[config.mk]
export PLATFORM = sky130hd
export DESIGN_NAME = uart_rx_fifo
export DESIGN_NICKNAME = d
export VERILOG_FILES = /design/src/rtl/uart_rx_fifo.sv
export SDC_FILE = /design/constraint.sdc
export NUM_CORES = 1
export LEC_CHECK = 0
export BUFFER_PORTS_ARGS = -buffer_cell sky130_fd_sc_hd__buf_4
export CAP_MARGIN = 20
export CORE_ASPECT_RATIO = 1.2
export CORE_UTILIZATION = 30
export DETAILED_ROUTE_END_ITERATION = 12
export GPL_TIMING_DRIVEN = 0
export PLACE_DENSITY = 0.53
export SLEW_MARGIN = 10
export SYNTH_ARGS = -nofsm -noshare
export SYNTH_HDL_FRONTEND = slang
export SYNTH_SLANG_ARGS = --single-unit
[constraint.sdc]
create_clock -name clk -period 5.5 [get_ports clk]
set_clock_uncertainty 0.2 [all_clocks]
set_input_delay 0 -clock clk [delete_from_list [all_inputs] [get_ports clk]]
set_output_delay 0 -clock clk [all_outputs]
set_load 0.01 [all_outputs]
[src/rtl/uart_rx_fifo.sv]
// UART byte receiver (8N1, LSB first) feeding a first-word-fall-through byte FIFO.
// Define UART_RX_PARITY_EN to receive 8E1 frames with an extra PARITY state.
module uart_rx_fifo #(
   parameter int unsigned CLKS_PER_BIT = 16,
   parameter int unsigned FIFO_DEPTH   = 4
) (
   input  logic                          clk,
   input  logic                          rst,
   input  logic                          ena,
   input  logic                          rx,
   output logic [7:0]                    rx_data,
   output logic                          rx_valid,
   input  logic                          rx_ready,
   output logic                          frame_err,
   output logic                          overrun,
   output logic [$clog2(FIFO_DEPTH):0]   fifo_count
);

   localparam int unsigned CNT_W  = (CLKS_PER_BIT > 2) ? $clog2(CLKS_PER_BIT) : 1;
   localparam int unsigned PTR_W  = $clog2(FIFO_DEPTH);
   localparam int unsigned FCNT_W = PTR_W + 1;

   localparam logic [CNT_W-1:0]  BIT_LAST  = CNT_W'(CLKS_PER_BIT - 1);
   localparam logic [CNT_W-1:0]  HALF_LAST = CNT_W'(CLKS_PER_BIT / 2 - 1);
   localparam logic [FCNT_W-1:0] FULL_CNT  = FCNT_W'(FIFO_DEPTH);

   typedef enum logic [2:0] {
      S_IDLE,
      S_START,
      S_DATA,
`ifdef UART_RX_PARITY_EN
      S_PARITY,
`endif
      S_STOP,
      S_WAIT_HIGH
   } state_t;

   logic              rx_meta_q;
   logic              rxs_q;
   state_t            state_q;
   logic [CNT_W-1:0]  cnt_q;
   logic [2:0]        bit_q;
   logic [7:0]        shift_q;
   logic              frame_err_q;
`ifdef UART_RX_PARITY_EN
   logic              par_err_q;
`endif

   logic              sample_c;
   logic              push_c;

   logic [7:0]        mem_q [FIFO_DEPTH];
   logic [PTR_W-1:0]  wptr_q;
   logic [PTR_W-1:0]  rptr_q;
   logic [FCNT_W-1:0] count_q;
   logic [FCNT_W-1:0] count_d;
   logic              overrun_q;
   logic              overrun_d;
   logic              full_c;
   logic              pop_c;
   logic              push_ok_c;

   // Two-flop synchronizer; idles high so reset never looks like a start bit.
   always_ff @(posedge clk or posedge rst) begin
      if (rst) begin
         rx_meta_q <= 1'b1;
         rxs_q     <= 1'b1;
      end else begin
         rx_meta_q <= rx;
         rxs_q     <= rx_meta_q;
      end
   end

   always_comb begin
      sample_c = (cnt_q == BIT_LAST);
      push_c   = 1'b0;
      if (ena && (state_q == S_STOP) && sample_c && rxs_q) begin
`ifdef UART_RX_PARITY_EN
         push_c = ~par_err_q;
`else
         push_c = 1'b1;
`endif
      end
   end

   // Frame FSM: counter restarts at every sample point so each bit is centred.
   always_ff @(posedge clk or posedge rst) begin
      if (rst) begin
         state_q     <= S_IDLE;
         cnt_q       <= '0;
         bit_q       <= '0;
         shift_q     <= '0;
         frame_err_q <= 1'b0;
`ifdef UART_RX_PARITY_EN
         par_err_q   <= 1'b0;
`endif
      end else begin
         frame_err_q <= 1'b0;
         if (!ena) begin
            state_q <= S_IDLE;
            cnt_q   <= '0;
         end else begin
            case (state_q)
               S_IDLE: begin
                  if (!rxs_q) begin
                     cnt_q   <= '0;
                     state_q <= S_START;
                  end
               end
               S_START: begin
                  if (cnt_q == HALF_LAST) begin
                     cnt_q   <= '0;
                     bit_q   <= '0;
                     state_q <= rxs_q ? S_IDLE : S_DATA;
                  end else begin
                     cnt_q <= cnt_q + CNT_W'(1);
                  end
               end
               S_DATA: begin
                  if (sample_c) begin
                     cnt_q   <= '0;
                     shift_q <= {rxs_q, shift_q[7:1]};
                     bit_q   <= bit_q + 3'd1;
                     if (bit_q == 3'd7) begin
`ifdef UART_RX_PARITY_EN
                        state_q <= S_PARITY;
`else
                        state_q <= S_STOP;
`endif
                     end
                  end else begin
                     cnt_q <= cnt_q + CNT_W'(1);
                  end
               end
`ifdef UART_RX_PARITY_EN
               S_PARITY: begin
                  if (sample_c) begin
                     cnt_q     <= '0;
                     par_err_q <= ^{shift_q, rxs_q};
                     state_q   <= S_STOP;
                  end else begin
                     cnt_q <= cnt_q + CNT_W'(1);
                  end
               end
`endif
               S_STOP: begin
                  if (sample_c) begin
                     cnt_q <= '0;
                     if (!rxs_q) begin
                        frame_err_q <= 1'b1;
                        state_q     <= S_WAIT_HIGH;
                     end else begin
`ifdef UART_RX_PARITY_EN
                        frame_err_q <= par_err_q;
`endif
                        state_q     <= S_IDLE;
                     end
                  end else begin
                     cnt_q <= cnt_q + CNT_W'(1);
                  end
               end
               S_WAIT_HIGH: begin
                  if (rxs_q) begin
                     state_q <= S_IDLE;
                  end
               end
               default: state_q <= S_IDLE;
            endcase
         end
      end
   end

   // A simultaneous pop frees the slot, so a push into a full FIFO still lands.
   always_comb begin
      full_c    = (count_q == FULL_CNT);
      pop_c     = rx_valid & rx_ready;
      push_ok_c = push_c & (~full_c | pop_c);
      overrun_d = push_c & full_c & ~pop_c;
      count_d   = count_q;
      case ({push_ok_c, pop_c})
         2'b10:   count_d = count_q + FCNT_W'(1);
         2'b01:   count_d = count_q - FCNT_W'(1);
         default: count_d = count_q;
      endcase
   end

   always_ff @(posedge clk or posedge rst) begin
      if (rst) begin
         wptr_q    <= '0;
         rptr_q    <= '0;
         count_q   <= '0;
         overrun_q <= 1'b0;
         for (int i = 0; i < int'(FIFO_DEPTH); i++) begin
            mem_q[i] <= 8'h00;
         end
      end else begin
         if (push_ok_c) begin
            mem_q[wptr_q] <= shift_q;
            wptr_q        <= wptr_q + PTR_W'(1);
         end
         if (pop_c) begin
            rptr_q <= rptr_q + PTR_W'(1);
         end
         count_q   <= count_d;
         overrun_q <= overrun_d;
      end
   end

   assign rx_valid   = (count_q != '0);
   assign rx_data    = mem_q[rptr_q];
   assign fifo_count = count_q;
   assign frame_err  = frame_err_q;
   assign overrun    = overrun_q;

endmodule

==> flow_metrics.py, run 1 <==
metrics = {
    "outcome": {
        "status": "completed",
    },
    "power": {
        "leakage_uw": 0.001638,
        "pwr-share-clk_pct": 36.5,
        "combPwrFrac_pct": 18.0,
        "pwr-share-seq_pct": 45.5,
        "p_switching_uw": 293.4,
        "swShare_pct": 27.09,
        "power.internal_uw": 789.4,
        "powerDensity_nw_per_um2": 321.8,
        "vdd_drop_max_mv": 0.1834,
    },
    "detailed_routing": {
        "met3_length_microns": 149,
        "dr.pass1.iters": 4,
        "wl_per_cell_microns": 13.67,
        "drtIter0Drc": 56,
        "routed.top_layer": "met4",
        "via_count": 1748,
        "routed_wl_microns": 5194,
        "drc": 0,
        "wl_met2_microns": 2567,
        "vias_per_cell": 4.600,
        "drt-met1-wl_microns": 2444,
        "ant_nets": 0,
    },
    "sta": {
        "worst_slew_pin_slew_ps": 822.0,
        "slew_headroom_pct": 45.20,
        "final_hold_viol_count": 0,
        "setup_viol": 0,
        "fin_crit_sh_pct": 45.28,
        "tns_ps": 0,
        "fin_ws_ps": 3010,
        "timing.fmax_mhz": 401.5,
        "final_max_slew_viol_count": 0,
        "fin_crit_ps": 2491,
        "rsz0062_at_grt": "false",
    },
    "worst_setup_path": {
        "r2r_cells": 8,
        "cp-end-kind": "flop",
        "rrSetupSlack_ps": 3010,
        "crit_path_start": "cnt_q[0]",
        "reg2reg_to": "fifo_count[1]",
        "required_ps": 5520,
        "path_max_fanout": 8,
        "timing.rr.start": "cnt_q[0]",
        "cp-start-kind": "flop",
        "arrival_ps": 2510,
        "worst-setup-path-type": "flop to flop",
    },
    "logic_synthesis": {
        "synth_cells": 223,
        "syn_nets": 236,
        "synth.cell_area_sq_um": 2838,
        "post-synth-top-count-cell": "dfrtp_1",
        "synth_top_cell_by_area": "dfrtp_1",
        "ys.flop_type": "dfrtp_1",
        "ys_warn_count": 0,
        "ys_top_cells_by_area": "dfrtp_1, mux2_2, mux4_2, nand2_1, ha_1",
        "yosys-top-cells-count": "dfrtp_1, mux2_2, nand2_1",
        "async_flop_share_pct": 100.0,
        "syn_avg_cell_area_sq_um": 12.73,
        "ys_seq_elements": 61,
        "ys_types": 42,
        "yosysTopAreaCellShare_pct": 52.03,
        "synth_edf_count": 0,
        "yosysSeqAreaShare_pct": 53.88,
    },
    "grt": {
        "grt_antenna_before_repair": 0,
        "globalRouteTotalUtil_pct": 11.93,
        "grt_max_degree": 62,
        "grt_pass1_vias": 1760,
        "grt_pass1_wl_microns": 8921,
        "gr-total-overflow": 0,
    },
    "worst_hold_path": {
        "min_from": "rx",
        "min_path_type": "primary input to flop",
        "hold-path-cell-count": 2,
        "holdPathEnd": "rx_meta_q",
    },
    "cts": {
        "cts.clk_slew.worst_paths_ps": 70,
        "cts.hold.buffers_added": 4,
        "clock_sinks": 61,
        "cts_root_buffer": "clkbuf_8",
        "cts_tree": "built",
        "numCtsBuffers": 9,
        "cts_buffer_depth": 2,
        "cts_resized": 0,
        "postCtsSetupRepairBufs": 0,
        "clock_latency_ps": 330,
        "htree_levels": 3,
    },
    "die": {
        "rows": 38,
        "initial_core_util_pct": 31.09,
        "design.die.area_sq_um": 9854,
        "die_x_microns": 90.79,
        "ioPinCount": 19,
        "chipHeight_microns": 108.5,
        "coreArea_sq_um": 9129,
    },
    "final_layout": {
        "syn2layout_area_growth_pct": 18.56,
        "drive_gt1_share_pct": 31.54,
        "fin_nets": 269,
        "diodes": 0,
    },
    "placed_design": {
        "hpwl_microns": 3348,
        "dp_slack_ps": 3015,
        "port_buffers": 18,
        "gp_congestion": 0.6946,
    },
    "flow_run": {
        "cap_viol_max_count": 0,
    },
}
## per-stage QoR
stage	std cells	utilization [%]	power, uW	hold slack [ps]	area [sq um]
final	380	36.86	1083	125.7	3364
after global routing	380	36.86	1150	116.9	3364
after CTS	380	36.86	1106	101.3	3364
after detailed placement	361	34.24	701.1	-90.49	3126
after global placement	361	34.21	698.4	-90.64	3123
after floorplan	223	-	636.9	-195.5	2838
## area by class of cell
class	instances	area, sq um
well taps	120	150.1
clock buffers	11	151.4
multi-input cells	149	1259
inverters	6	25.02
flip-flops and latches	61	1529
clock inverters	4	47.55
repair buffers	22	175.2
fillers	936	5764
plain buffers	7	27.53
## power by group through the flow
stage | clock, uW | combinational, uW | sequential (uW)
after floorplan | 0 | 137 | 500
after global placement | 0 | 198 | 500
after detailed placement | 0 | 200 | 501
after CTS | 411 | 203 | 493
after global routing | 431 | 221 | 498
final | 395 | 195 | 492
## registers in the layout, indices dropped and copies added (netlist names), 2 cells and up
| register | cells |
|---|---|
| mem_q | 32 |
| shift_q | 8 |
| cnt_q | 4 |
| bit_q | 3 |
| fifo_count | 3 |
| state_q | 3 |
| rptr_q | 2 |
| wptr_q | 2 |
## worst max-delay path by stage
| stage | end | cells past startpoint |
|---|---|---|
| 3_3_place_gp | mem_q[24] | 2 |
| 6_report | fifo_count[1] | 8 |
| 4_1_cts | fifo_count[1] | 8 |
| 2_1_floorplan | fifo_count[1] | 8 |
| 3_5_place_dp | fifo_count[1] | 8 |
| 5_1_grt | fifo_count[1] | 8 |
## worst max-delay path, cell delays in order (launching register included)
cell and delay, ps:
dfrtp_1 390, ha_1 230, nand4b_2 260, o21a_1 300
inv_1 80, fa_1 440, nor2b_1 140, mux2i_1 80
a221oi_1 260
## cell usage in the layout, fill, tap and decap left out, types with 3 or more instances in the layout
cell type	synthesis	final
and2_1	4	4
nor2b_1	3	3
inv_1	6	5
nor2_1	9	9
mux4_2	8	8
ha_1	7	7
dfrtp_1	59	59
dlygate4sd3_1	0	4
nand3_1	4	4
o21ai_0	4	4
mux2_2	31	31
clkbuf_1	5	5
nand2_1	29	29
nand2_2	4	4
buf_4	0	18
xnor2_1	4	4
clkbuf_8	0	11
mux2i_1	5	5
a21oi_1	4	4
nor3_1	4	4
## routing by layer
metal	global-route usage (%)	vias to the layer above
met5	0	-
met4	3.401	0
met3	4.219	5
met2	19.97	25
met1	14.56	869
li1	-	849
## cells by family after synthesis
family | after synthesis | share of synthesized area (%)
muxes | 46 | 21.21
and+or+nand+nor | 68 | 12.43
DFF | 61 | 53.88
xor gates and xnor gates | 6 | 1.852
AOI/OAI and AO/OA | 21 | 5.071
adders and majority gates | 8 | 3.792
buffers and inverters | 13 | 1.763
Note: power is estimated with default switching activity, not from simulation.
==> inputs of run 2 (changes only) <==
--- a/config.mk
+++ b/config.mk
@@ -11,7 +11,7 @@
 export CORE_UTILIZATION = 30
 export DETAILED_ROUTE_END_ITERATION = 12
 export GPL_TIMING_DRIVEN = 0
-export PLACE_DENSITY = 0.53
+export PLACE_DENSITY = 0.55
 export SLEW_MARGIN = 10
 export SYNTH_ARGS = -nofsm -noshare
 export SYNTH_HDL_FRONTEND = slang
==> constraint.sdc (replaced) <==
create_clock -name clk -period 2.2 [get_ports clk]
set_clock_uncertainty 0.2 [all_clocks]
set_input_delay 0 -clock clk [delete_from_list [all_inputs] [get_ports clk]]
set_output_delay 0 -clock clk [all_outputs]
set_load 0.01 [all_outputs]
==> flow_metrics.py, run 2 (synthesized netlist as in run 1, its figures left out) <==
metrics = {
    "sta": {
        "timing.fmax_mhz": 449.3,
        "rsz0062_at_grt": "true",
        "tns_ps": -25.76,
        "fin_crit_sh_pct": 101.2,
        "setup_viol": 1,
        "slew_headroom_pct": 49.08,
        "fin_ws_ps": -25.76,
        "worst_slew_pin_slew_ps": 763.9,
        "fin_crit_ps": 2226,
        "final_hold_viol_count": 0,
        "final_max_slew_viol_count": 0,
    },
    "grt": {
        "use_met3_pct": 2.532,
        "top_usage_layer": "met2",
        "gr-total-overflow": 0,
        "grt_antenna_before_repair": 0,
        "grt_pass1_wl_microns": 9252,
        "gr-usage-met2_pct": 20.83,
        "grt_pass1_vias": 1864,
        "globalRouteTotalUtil_pct": 12.25,
        "met1_usage_pct": 15.22,
        "grt_max_degree": 62,
    },
    "worst_hold_path": {
        "min_path_type": "primary input to flop",
        "min_from": "rx",
        "hold-path-cell-count": 2,
    },
    "cts": {
        "cts_tree": "built",
        "cts.clk_slew.worst_paths_ps": 70,
        "cts_buffer_depth": 2,
        "htree_levels": 3,
        "numCtsBuffers": 9,
        "clock_sinks": 61,
        "cts_root_buffer": "clkbuf_8",
        "clock_latency_ps": 340,
    },
    "power": {
        "leakage_uw": 0.001657,
        "vdd_drop_max_mv": 0.4372,
        "powerDensity_nw_per_um2": 828.9,
    },
    "final_layout": {
        "nFillCells": 934,
        "drive_gt1_share_pct": 37.22,
        "largest_reg_flops": 32,
        "syn2layout_area_growth_pct": 22.53,
        "fin_cells": 386,
        "final_cell_mix": "dfrtp_1, mux2_2, nand2_1, buf_4",
        "fin_area_sq_um": 3477,
        "diodes": 0,
        "utilization_pct": 38.09,
        "seq_area_sq_um": 1534,
        "fin_nets": 274,
        "layout_commonest_cell": "dfrtp_1",
        "multi_input_area_sq_um": 1299,
        "regMostFlops": "mem_q",
        "largest_registers": "mem_q (32), shift_q (8), cnt_q (4)",
    },
    "die": {
        "die_x_microns": 90.79,
        "rows": 38,
        "coreArea_sq_um": 9129,
        "chipHeight_microns": 108.5,
        "ioPinCount": 19,
        "initial_core_util_pct": 31.09,
        "design.die.area_sq_um": 9854,
    },
    "worst_setup_path": {
        "path_max_fanout": 6,
        "cp-start-kind": "flop",
        "arrival_ps": 2270,
        "crit_path_start": "fifo_count[0]",
        "cp-end-kind": "flop",
        "required_ps": 2240,
        "r2r_cells": 7,
        "timing.rr.start": "fifo_count[0]",
        "worst-setup-path-type": "flop to flop",
    },
    "placed_design": {
        "hpwl_microns": 3306,
        "port_buffers": 18,
        "placed_area_sq_um": 3137,
        "dp_cells": 361,
        "gp_congestion": 0.7566,
    },
    "outcome": {
        "violations": "negative setup slack",
        "status": "finished with violations",
    },
    "detailed_routing": {
        "ant_nets": 0,
        "drtIter0Drc": 53,
        "wl_per_cell_microns": 13.80,
        "dr.pass1.iters": 4,
        "drc": 0,
        "via_count": 1815,
        "routed_wl_microns": 5328,
        "vias_per_cell": 4.702,
    },
    "flow_run": {
        "cap_viol_max_count": 0,
    },
}
run 2: power by group:
| part | internal, uW | switching [uW] | total [uW] |
|---|---|---|---|
| registers | 1180 | 105 | 1280 |
| clock network | 636 | 450 | 1090 |
| logic | 268 | 245 | 514 |
run 2: through the flow:
stage	setup slack [ps]	total power (uW)	hold WS, ps
CTS	-120.9	2874	102.0
finish	-25.76	2882	113.7
floorplan	15.12	1592	-195.5
global route	-92.54	3039	110.6
global placement	-385.8	1747	-90.27
detailed placement	-254.9	1754	-89.66
run 2: worst paths after layout:
| kind | endpoint | slack (ps) |
|---|---|---|
| setup reg to reg | fifo_count[1] | -30 |
| max in group asynchronous | state_q[0] | 1080 |
| min in group asynchronous | overrun | 160 |
| setup / recovery | fifo_count[1] | -30 |
| hold reg to reg | rxs_q | 160 |
| hold / removal | rx_meta_q | 110 |
run 2: cell type report:
class	count	share of cell area, %
multi-input combinational	149	37.35
timing repair buffer	30	6.765
sequential	61	44.12
buffer	4	0.5398
clock inverter	6	2.519
inverter	6	0.7197
clock buffer	10	3.670
tap	120	4.318
run 2: per-layer routing:
| layer | vias to the layer above | wire (microns) |
|---|---|---|
| met4 | 0 | 95 |
| met3 | 12 | 140 |
| met1 | 913 | 2418 |
| met2 | 22 | 2674 |
| li1 | 868 | - |
| met5 | - | 0 |
run 2: worst max-delay path, cell delays in order (launching register included):
cell      delay (ps)
dfrtp_2          450
o31a_1           340
o21a_1           140
inv_1             70
fa_2             460
nor2b_1          130
mux2i_1           90
a221oi_2         240
run 2: timing repair:
action | in CTS | in global routing
resized for setup | 3 | 8
gates cloned | 0 | 0
pin swaps | 2 | 3
endpoints found under the hold margin | 73 | 0
buffers inserted | 2 | 6
setup endpoints to repair | 41 | 33
hold buffers | 4 | 0
==> inputs of run 3 (changes only) <==
--- a/config.mk
+++ b/config.mk
@@ -5,6 +5,7 @@
 export SDC_FILE = /design/constraint.sdc
 export NUM_CORES = 1
 export LEC_CHECK = 0
+export ABC_AREA = 1
 export BUFFER_PORTS_ARGS = -buffer_cell sky130_fd_sc_hd__buf_4
 export CAP_MARGIN = 20
 export CORE_ASPECT_RATIO = 1.2
==> flow_metrics.py, run 3 <==
metrics = {
    "final_layout": {
        "syn2layout_area_growth_pct": 21.53,
        "drive_gt1_share_pct": 17.49,
        "layout_commonest_cell": "nand2_1",
        "diodes": 0,
        "regMostFlops": "mem_q",
        "largest_reg_flops": 32,
        "final_cell_mix": "nand2_1, dfrtp_1, o21ai_0, inv_1, nor2_1",
        "multi_input_area_sq_um": 1220,
        "fin_nets": 375,
        "nFillCells": 982,
        "utilization_pct": 37.55,
        "largest_registers": "mem_q (32), shift_q (8), cnt_q (4)",
        "seq_area_sq_um": 1529,
    },
    "placed_design": {
        "port_buffers": 18,
        "gp_congestion": 0.7940,
        "hpwl_microns": 4357,
    },
    "logic_synthesis": {
        "post-synth-top-count-cell": "nand2_1",
        "syn_nets": 343,
        "yosysSeqAreaShare_pct": 52.00,
        "yosys-top-cells-count": "nand2_1, dfrtp_1, o21ai_0",
        "yosysTopAreaCellShare_pct": 50.21,
        "ys.flop_type": "dfrtp_1",
        "ys_types": 26,
        "ys_top_cells_by_area": "dfrtp_1, nand2_1, o21ai_0, inv_1, o21ai_1",
        "synth_cells": 330,
        "synth_top_cell_by_area": "dfrtp_1",
        "synth.cell_area_sq_um": 2940,
        "ys_seq_elements": 61,
        "ys_warn_count": 0,
        "synth_edf_count": 0,
        "syn_avg_cell_area_sq_um": 8.910,
        "async_flop_share_pct": 100.0,
    },
    "cts": {
        "postCtsSetupRepairBufs": 0,
        "cts_tree": "built",
        "htree_levels": 3,
        "numCtsBuffers": 9,
        "clock_sinks": 61,
        "cts_root_buffer": "clkbuf_16",
        "clock_latency_ps": 330,
        "cts_buffer_depth": 2,
        "cts.clk_slew.worst_paths_ps": 60,
    },
    "power": {
        "vdd_drop_max_mv": 0.3354,
        "power.total_uw": 3775,
        "p_switching_uw": 1262,
        "pwr-share-seq_pct": 34.2,
        "swShare_pct": 33.42,
        "leakage_uw": 0.001675,
        "pwr-share-clk_pct": 36.6,
        "power.internal_uw": 2514,
        "combPwrFrac_pct": 29.2,
        "powerDensity_nw_per_um2": 1057,
    },
    "sta": {
        "fin_crit_ps": 2082,
        "tns_ps": 0,
        "fin_crit_sh_pct": 94.62,
        "worst_slew_pin_slew_ps": 751.9,
        "fin_hold_ws_ps": 121.1,
        "final_hold_viol_count": 0,
        "timing.fmax_mhz": 480.4,
        "slew_headroom_pct": 49.87,
        "setup_viol": 0,
        "final_max_slew_viol_count": 0,
    },
    "die": {
        "chipHeight_microns": 110.5,
        "initial_core_util_pct": 30.90,
        "design.die.area_sq_um": 10200,
        "rows": 39,
        "coreArea_sq_um": 9515,
        "die_x_microns": 92.38,
        "ioPinCount": 19,
    },
    "detailed_routing": {
        "dr.pass1.iters": 4,
        "vias_per_cell": 4.679,
        "wl_per_cell_microns": 13.10,
        "ant_nets": 0,
        "drtIter0Drc": 112,
        "via_count": 2288,
        "drc": 0,
        "routed_wl_microns": 6405,
    },
    "grt": {
        "gr-total-overflow": 0,
        "grt_antenna_before_repair": 0,
        "grt_pass1_wl_microns": 11140,
        "globalRouteTotalUtil_pct": 13.97,
        "grt_pass1_vias": 2314,
        "grt_max_degree": 62,
    },
    "outcome": {
        "status": "completed",
    },
    "worst_setup_path": {
        "path_max_fanout": 5,
        "cp-start-kind": "flop",
        "required_ps": 2270,
        "worst-setup-path-type": "flop to flop",
        "cp-end-kind": "flop",
        "arrival_ps": 2150,
    },
    "worst_hold_path": {
        "min_path_type": "primary input to flop",
    },
    "flow_run": {
        "cap_viol_max_count": 0,
    },
}
run 3: cell count changes in the layout (fill, tap and decap cells not counted), sizes merged, moves of 5 or more:
| cell | previous run | this run |
|---|---|---|
| o22ai | 1 | 8 |
| mux4 | 8 | 0 |
| nand2 | 33 | 69 |
| buf | 28 | 23 |
| o21ai | 4 | 68 |
| nand3 | 4 | 18 |
| mux2i | 5 | 0 |
| inv | 6 | 36 |
| nor2 | 9 | 33 |
| mux2 | 33 | 0 |
run 3: routing by layer:
| metal | GRT usage, % | up-vias | part of all wire (%) |
|---|---|---|---|
| met2 | 22.02 | 33 | 49 |
| met1 | 17.92 | 1094 | 46 |
| met3 | 3.650 | 9 | 3.3 |
| li1 | - | 1152 | - |
| met5 | 0 | - | 0 |
| met4 | 6.042 | 0 | 1.4 |
run 3: repair_timing:
item,CTS,global route
hold endpoints to repair,69,0
cloned,0,0
pin swaps,0,0
resized for setup,1,4
setup endpoints to repair,8,13
hold buffers,4,0
run 3: kinds of logic after synthesis:
logic type                 Yosys count  synth area share, %
and+or+nand+nor                    126                20.34
AOI/OAI and AO/OA                   86                16.17
DFF                                 61                52.00
buffers and inverters               46                6.936
adders and majority gates            8                3.659
xor gates and xnor gates             3               0.8938
run 3: power groups by stage:
stage | Combinational [uW] | Sequential (uW) | Clock, uW
5_1_grt | 1250 | 1300 | 1460
3_5_place_dp | 1130 | 1280 | 0
2_1_floorplan | 718 | 1290 | 0
4_1_cts | 1140 | 1260 | 1410
6_report | 1100 | 1290 | 1380
3_3_place_gp | 1120 | 1280 | 0
run 3: area by class of cell:
cell class              instances  area share (%)
flip-flops and latches         61           42.79
multi-input cells             223           34.14
clock buffers                   9           6.303
repair buffers                 22           4.902
well taps                     123           4.307
inverters                      36           3.852
plain buffers                   9           1.891
clock inverters                 6           1.821
run 3: final timing paths:
| check | slack (ps) | to | cells after the start | start |
|---|---|---|---|---|
| min in group asynchronous | 170 | cnt_q[1] | 3 | rst |
| max in group asynchronous | 1130 | mem_q[11] | 3 | rst |
| worst min register to register | 150 | rxs_q | 0 | rx_meta_q |
| worst min-delay path | 120 | rx_meta_q | 2 | rx |
| worst max register to register | 120 | fifo_count[2] | 11 | cnt_q[0] |
| worst max-delay path | 120 | fifo_count[2] | 11 | cnt_q[0] |
run 3: stage by stage:
stage | cells | setup WS (ps) | cell area [sq um]
2_1_floorplan | 330 | 200.9 | 2940
3_3_place_gp | 471 | -377.9 | 3229
3_5_place_dp | 471 | 54.21 | 3232
4_1_cts | 490 | 18.32 | 3563
5_1_grt | 489 | -2.494 | 3573
6_report | 489 | 118.3 | 3573
run 3: worst max-delay path, stage by stage, from the launching register on:
cell and delay (ps):
dfrtp_1 430, ha_4 200, nand3_4 130, nor2_8 60, nand3_4 100, nand2_1 110
fa_1 410, inv_1 90, nand4_1 90, nand3_1 80, nand2_1 50, inv_1 40
